[src/rtl/scpu_spi_multi_ch_serializer.sv]
// scpu_spi_multi_ch_serializer
// Serialises up to NUM_CH words of DATA_WIDTH bits, MSB first, onto SPI_SO using
// two non-overlapping shift clocks (SCLK1/SCLK2) and ends each frame with a LAT
// strobe and a one-cycle RDY pulse. Channels whose CH_MASK bit is 0 are skipped.
// Optional feature macro: SCPU_SPI_READBACK_EN adds SPI_SI/RD_PO serial capture.
module scpu_spi_multi_ch_serializer #(
   parameter int DATA_WIDTH = 16,
   parameter int NUM_CH     = 4,
   parameter int CLK_DIV    = 2
) (
   input  logic                         CLK,
   input  logic                         RST,
   input  logic                         BGN,
   input  logic [NUM_CH*DATA_WIDTH-1:0] DATA_PI,
   input  logic [NUM_CH-1:0]            CH_MASK,
`ifdef SCPU_SPI_READBACK_EN
   input  logic                         SPI_SI,
   output logic [NUM_CH*DATA_WIDTH-1:0] RD_PO,
`endif
   output logic                         BUSY,
   output logic                         RDY,
   output logic                         SCLK1,
   output logic                         SCLK2,
   output logic                         LAT,
   output logic                         SPI_SO
);

   localparam int BIT_W = (DATA_WIDTH > 1) ? $clog2(DATA_WIDTH) : 1;
   localparam int CH_W  = (NUM_CH > 1) ? $clog2(NUM_CH) : 1;
   localparam int PH_W  = (CLK_DIV > 1) ? $clog2(CLK_DIV) : 1;
   localparam int TOT_W = NUM_CH * DATA_WIDTH;
   localparam int IDX_W = (TOT_W > 1) ? $clog2(TOT_W) : 1;

   typedef enum logic [2:0] {
      S_IDLE, S_LOAD, S_SETUP, S_P1, S_GAP, S_P2, S_LATCH, S_DONE
   } state_t;

   state_t             state_q, state_d;
   logic [CH_W-1:0]    chIdx_q, chIdx_d;
   logic [BIT_W-1:0]   bitCnt_q, bitCnt_d;
   logic [PH_W-1:0]    phaseCnt_q, phaseCnt_d;
   logic [TOT_W-1:0]   dataSnap_q, dataSnap_d;
   logic [NUM_CH-1:0]  maskSnap_q, maskSnap_d;
   logic               phaseLast;
   logic [CH_W:0]      firstCh;
   logic [CH_W:0]      nextCh;
   logic [IDX_W-1:0]   selIdx;
   logic               soD;

   // Lowest enabled channel at or above 'from'; the top bit flags that one was found.
   function automatic logic [CH_W:0] findCh(input logic [NUM_CH-1:0] m, input int from);
      logic [CH_W:0] res;
      res = '0;
      for (int i = NUM_CH - 1; i >= 0; i--) begin
         if (i >= from && m[i]) res = {1'b1, CH_W'(i)};
      end
      return res;
   endfunction

   // Next-state logic: phase sequencing, bit/channel stepping and the snapshot taken when a request is accepted.
   always_comb begin
      state_d    = state_q;
      chIdx_d    = chIdx_q;
      bitCnt_d   = bitCnt_q;
      phaseCnt_d = phaseCnt_q;
      dataSnap_d = dataSnap_q;
      maskSnap_d = maskSnap_q;
      phaseLast  = (phaseCnt_q == PH_W'(CLK_DIV - 1));
      firstCh    = findCh(maskSnap_q, 0);
      nextCh     = findCh(maskSnap_q, int'(chIdx_q) + 1);
      case (state_q)
         S_IDLE: begin
            if (BGN) begin
               state_d    = S_LOAD;
               dataSnap_d = DATA_PI;
               maskSnap_d = CH_MASK;
            end
         end
         S_LOAD: begin
            phaseCnt_d = '0;
            bitCnt_d   = BIT_W'(DATA_WIDTH - 1);
            if (firstCh[CH_W]) begin
               chIdx_d = firstCh[CH_W-1:0];
               state_d = S_SETUP;
            end else begin
               state_d = S_DONE;
            end
         end
         S_SETUP, S_P1, S_GAP: begin
            if (phaseLast) begin
               phaseCnt_d = '0;
               state_d    = (state_q == S_SETUP) ? S_P1 : (state_q == S_P1) ? S_GAP : S_P2;
            end else begin
               phaseCnt_d = phaseCnt_q + 1'b1;
            end
         end
         S_P2: begin
            if (phaseLast) begin
               phaseCnt_d = '0;
               if (bitCnt_q != '0) begin
                  bitCnt_d = bitCnt_q - 1'b1;
                  state_d  = S_SETUP;
               end else if (nextCh[CH_W]) begin
                  chIdx_d  = nextCh[CH_W-1:0];
                  bitCnt_d = BIT_W'(DATA_WIDTH - 1);
                  state_d  = S_SETUP;
               end else begin
                  state_d = S_LATCH;
               end
            end else begin
               phaseCnt_d = phaseCnt_q + 1'b1;
            end
         end
         S_LATCH: begin
            if (phaseLast) begin
               phaseCnt_d = '0;
               state_d    = S_DONE;
            end else begin
               phaseCnt_d = phaseCnt_q + 1'b1;
            end
         end
         S_DONE:  state_d = S_IDLE;
         default: state_d = S_IDLE;
      endcase
      selIdx = IDX_W'(int'(chIdx_d) * DATA_WIDTH + int'(bitCnt_d));
      soD    = 1'b0;
      if (state_d == S_SETUP || state_d == S_P1 || state_d == S_GAP || state_d == S_P2) begin
         soD = dataSnap_q[selIdx];
      end
   end

   // State and counter registers; outputs are registered from the upcoming state so they line up with it.
   always_ff @(posedge CLK) begin
      if (RST) begin
         state_q    <= S_IDLE;
         chIdx_q    <= '0;
         bitCnt_q   <= '0;
         phaseCnt_q <= '0;
         dataSnap_q <= '0;
         maskSnap_q <= '0;
         BUSY       <= 1'b0;
         RDY        <= 1'b0;
         SCLK1      <= 1'b0;
         SCLK2      <= 1'b0;
         LAT        <= 1'b0;
         SPI_SO     <= 1'b0;
      end else begin
         state_q    <= state_d;
         chIdx_q    <= chIdx_d;
         bitCnt_q   <= bitCnt_d;
         phaseCnt_q <= phaseCnt_d;
         dataSnap_q <= dataSnap_d;
         maskSnap_q <= maskSnap_d;
         BUSY       <= (state_d != S_IDLE);
         RDY        <= (state_d == S_DONE);
         SCLK1      <= (state_d == S_P1);
         SCLK2      <= (state_d == S_P2);
         LAT        <= (state_d == S_LATCH);
         SPI_SO     <= soD;
      end
   end

`ifdef SCPU_SPI_READBACK_EN
   logic [TOT_W-1:0] rdShift_q;

   // Readback capture: one SPI_SI bit per shifted bit, taken at the very end of the SCLK2 phase.
   always_ff @(posedge CLK) begin
      if (RST) begin
         rdShift_q <= '0;
      end else if (state_q == S_LOAD) begin
         rdShift_q <= '0;
      end else if (state_q == S_P2 && phaseLast) begin
         rdShift_q <= {rdShift_q[TOT_W-2:0], SPI_SI};
      end
   end

   assign RD_PO = rdShift_q;
`endif

endmodule

[config.mk]
export PLATFORM = sky130hd
export DESIGN_NAME = scpu_spi_multi_ch_serializer
export DESIGN_NICKNAME = d
export VERILOG_FILES = /design/src/rtl/scpu_spi_multi_ch_serializer.sv
export SDC_FILE = /design/constraint.sdc
export NUM_CORES = 1
export LEC_CHECK = 0
export CORE_AREA = 2 2 133 135
export DETAILED_ROUTE_END_ITERATION = 8
export DIE_AREA = 0 0 135 137
export PLACE_DENSITY = 0.4
export SYNTH_ARGS = -nofsm -noshare
export SYNTH_HDL_FRONTEND = slang
export SYNTH_SLANG_ARGS = --single-unit
export TNS_END_PERCENT = 5
[constraint.sdc]
create_clock -name CLK -period 5.2 [get_ports CLK]
set_clock_uncertainty 0.2 [all_clocks]
set_input_delay 0.78 -clock CLK [delete_from_list [all_inputs] [get_ports CLK]]
set_output_delay 0.78 -clock CLK [all_outputs]
set_load 0.005 [all_outputs]
==> impl_metrics.env <==
export IMPL_cp_arrival_ns=3.49
export IMPL_numCtsBuffers=9
export IMPL_initial_core_util_pct=22.7
export IMPL_timing_final_crit_share_pct=65.3
export IMPL_final_setup_tns_ns=0
export IMPL_design_area_um2=5140
export IMPL_maxCapViolCount=0
export IMPL_synth_area_leaders="dfxtp_1, nand2_1, a21oi_1"
export IMPL_status="completed"
export IMPL_final_util_pct=30.1
export IMPL_postCtsSetupBuffers=0
export IMPL_die_area_um2=18500
export IMPL_placed_area_um2=4780
export IMPL_crit_type="flip-flop to flip-flop"
export IMPL_crit_chain="inv_1, ha_1, nor2b_1, and2b_1, nand2_2, o31ai_4, buf_4, a21oi_1, a221oi_1, o311ai_1, a31oi_1, a22o_1"
export IMPL_final_hold_viol_count=0
export IMPL_row_count=48
export IMPL_drt_first_pass_iters=4
export IMPL_multi_input_area_um2=2010
export IMPL_finalMaxSlewViolations=0
export IMPL_tritoncts="built"
export IMPL_synth_area_um2=3880
export IMPL_dpl_worst_slack_ns=1.83
export IMPL_ys_warn_count=0
export IMPL_die_x_um=135
export IMPL_setup_slack_ns=1.80
export IMPL_powerDensity_nw_per_um2=587
export IMPL_hold_buffers=0
export IMPL_cts_htree_levels=3
export IMPL_synthCells=498
export IMPL_antennaDiodeCount=0
export IMPL_power_leakage_nw=1.85
export IMPL_ioPinCount=77
export IMPL_startpoint_type="flip-flop"
export IMPL_worstPathBufferInverterCount=2
export IMPL_async_flop_share_pct=0
export IMPL_crit_required_ns=5.29
export IMPL_wl_met3_um=445
export IMPL_final_nets=628
export IMPL_slowest_stage="o31ai_4"
export IMPL_drt_first_iter_violations=230
export IMPL_end_kind="flip-flop"
export IMPL_clockRootBuffer="clkbuf_16"
export IMPL_clock_sinks=84
export IMPL_clock_latency_ns=0.35
export IMPL_highest_layer="met4"
export IMPL_crit_family="compound AO/OA/AOI/OAI gates"
export IMPL_via_count=3530
export IMPL_area_delta_synth_final_pct=32.5
export IMPL_ir_drop_v=0.000269
export IMPL_wl_met2_um=5180
export IMPL_yosysUniqueCellTypes=56
export IMPL_routedWlPerCell_um=13.9
export IMPL_met1Wirelength_um=5090
export IMPL_ys_seq_elements=84
export IMPL_tightestPinTransition_ns=1.05
export IMPL_max_freq_mhz=294
export IMPL_synth_edf_count=0
export IMPL_grt_pass1_vias=3661
export IMPL_max_slew_margin_pct=29.5
export IMPL_grt_pass1_wl_um=18300
export IMPL_cts_resized=0
export IMPL_die_h_um=137
export IMPL_grtUsageTotal_pct=12.8
export IMPL_synth_seq_area_share_pct=43.4
export IMPL_antenna_found_initial=0
export IMPL_grt_max_degree=54
export IMPL_regArea_um2=1680
export IMPL_place_congestion=0.809
export IMPL_fin_crit_ns=3.40
export IMPL_synth_top_area_share_pct=43.4
export IMPL_placement_io_buffers=76
export IMPL_n_fill_cell=1892
export IMPL_fp_coreArea_um2=17100
export IMPL_hpwl_um=7850
export IMPL_clk_pin_slew_ns=0.06
export IMPL_grt_overflow=0
export IMPL_synth_nets=571
export IMPL_drc=0
export IMPL_wl_um=10900
export IMPL_yosysTopAreaCell="dfxtp_1"
export IMPL_hold_class="flip-flop to flip-flop"
export IMPL_rsz0062_at_grt="no"
export IMPL_critPathMaxFanout=21
export IMPL_ant_nets=0
export IMPL_final_setup_viol_count=0
export IMPL_drive_gt1_share_pct=7.32
export IMPL_synth_flop_cell="dfxtp_1"
export IMPL_viasPerCell=4.50
export IMPL_slowest_delay_ns=0.59
export IMPL_cts_buffer_depth=2
export IMPL_synth_avg_cell_area_um2=7.79
==> state kept, by name (all words and copies together) (netlist names) <==
signal      cells
dataSnap_q     64
bitCnt_q        4
maskSnap_q      4
state_q         3
chIdx_q         2
BUSY            1
LAT             1
RDY             1
SCLK1           1
SCLK2           1
SPI_SO          1
phaseCnt_q      1
==> report_power, final <==
part	internal, mW	leakage (nW)	switching (mW)
Clock	0.495	0.173	0.255
Combinational	0.514	0.992	0.822
Sequential	0.801	0.688	0.129
==> final cells by class <==
| cell class | count | share of cell area, % |
|---|---|---|
| Clock inverter | 4 | 1.85 |
| Sequential cell | 84 | 32.7 |
| Inverter | 7 | 0.512 |
| Clock buffer | 12 | 4.99 |
| Timing Repair Buffer | 80 | 15.3 |
| Multi-Input combinational cell | 373 | 39.1 |
| Tap cell | 225 | 5.48 |
==> cell usage after synthesis (2+ instances only) <==
cell type,n
nand2_1,161
dfxtp_1,84
a21oi_1,79
clkbuf_1,25
nor2_1,25
mux2i_1,8
o21ai_0,8
inv_1,7
mux2_1,7
mux2_2,7
o22ai_1,7
a221oi_1,6
a31oi_1,6
and3_1,4
buf_6,4
nand2b_1,4
nor2b_1,3
nor3_1,3
o21ai_1,3
a211oi_2,2
a21o_1,2
a221oi_2,2
a311o_1,2
buf_2,2
buf_4,2
ha_1,2
nand3_1,2
nor2b_2,2
or2_1,2
==> tightest hold or removal path, delay by kind of cell (launching register included) <==
kind / cells / cell delay (ns)
DFF: 1 / 0.30
AOI/OAI and AO/OA: 1 / 0.05
and+or+nand+nor: 1 / 0.05
==> metal layers <==
layer,up-vias,global-route usage [%]
li1,1810,-
met1,1642,15.8
met2,66,21.4
met3,12,2.26
met4,0,6.42
met5,-,0
==> metrics by stage <==
stage | hold slack, ns | total power, mW | std cells
after floorplan | 0.232 | 1.96 | 498
after global placement | 0.244 | 2.29 | 769
after detailed placement | 0.247 | 2.31 | 769
after CTS | 0.255 | 3.07 | 785
after global routing | 0.269 | 3.27 | 785
final | 0.251 | 3.02 | 785
==> cell families after synthesis <==
logic type,Yosys count,synth area share (%)
simple gates,216,23.1
compound gates,131,21.3
flops,84,43.4
buf+inv,41,5.00
mux,22,6.13
xor+xnor,2,0.452
fa+ha+maj,2,0.645
==> placed cells by master (no fill, tap or decap), types with 7 or more instances in the layout <==
| cell type | netlist | layout |
|---|---|---|
| mux2_2 | 7 | 7 |
| clkdlybuf4s50_1 | 0 | 75 |
| mux2_1 | 7 | 7 |
| mux2i_1 | 8 | 8 |
| nor2_1 | 25 | 24 |
| nand2_1 | 161 | 161 |
| o22ai_1 | 7 | 7 |
| a21oi_1 | 79 | 79 |
| inv_1 | 7 | 7 |
| clkbuf_16 | 0 | 9 |
| o21ai_0 | 8 | 8 |
| dfxtp_1 | 84 | 84 |
==> path summary, 6_finish.rpt <==
kind | slack, ns | endpoint | cells after the start | startpoint
worst max-delay path | 1.80 | SPI_SO | 12 | bitCnt_q[0]
worst min-delay path | 0.25 | dataSnap_q[44] | 2 | dataSnap_q[44]
worst max register to register | 1.80 | SPI_SO | 12 | bitCnt_q[0]
worst min register to register | 0.25 | dataSnap_q[44] | 2 | dataSnap_q[44]
(Power assumes the default switching activity.)
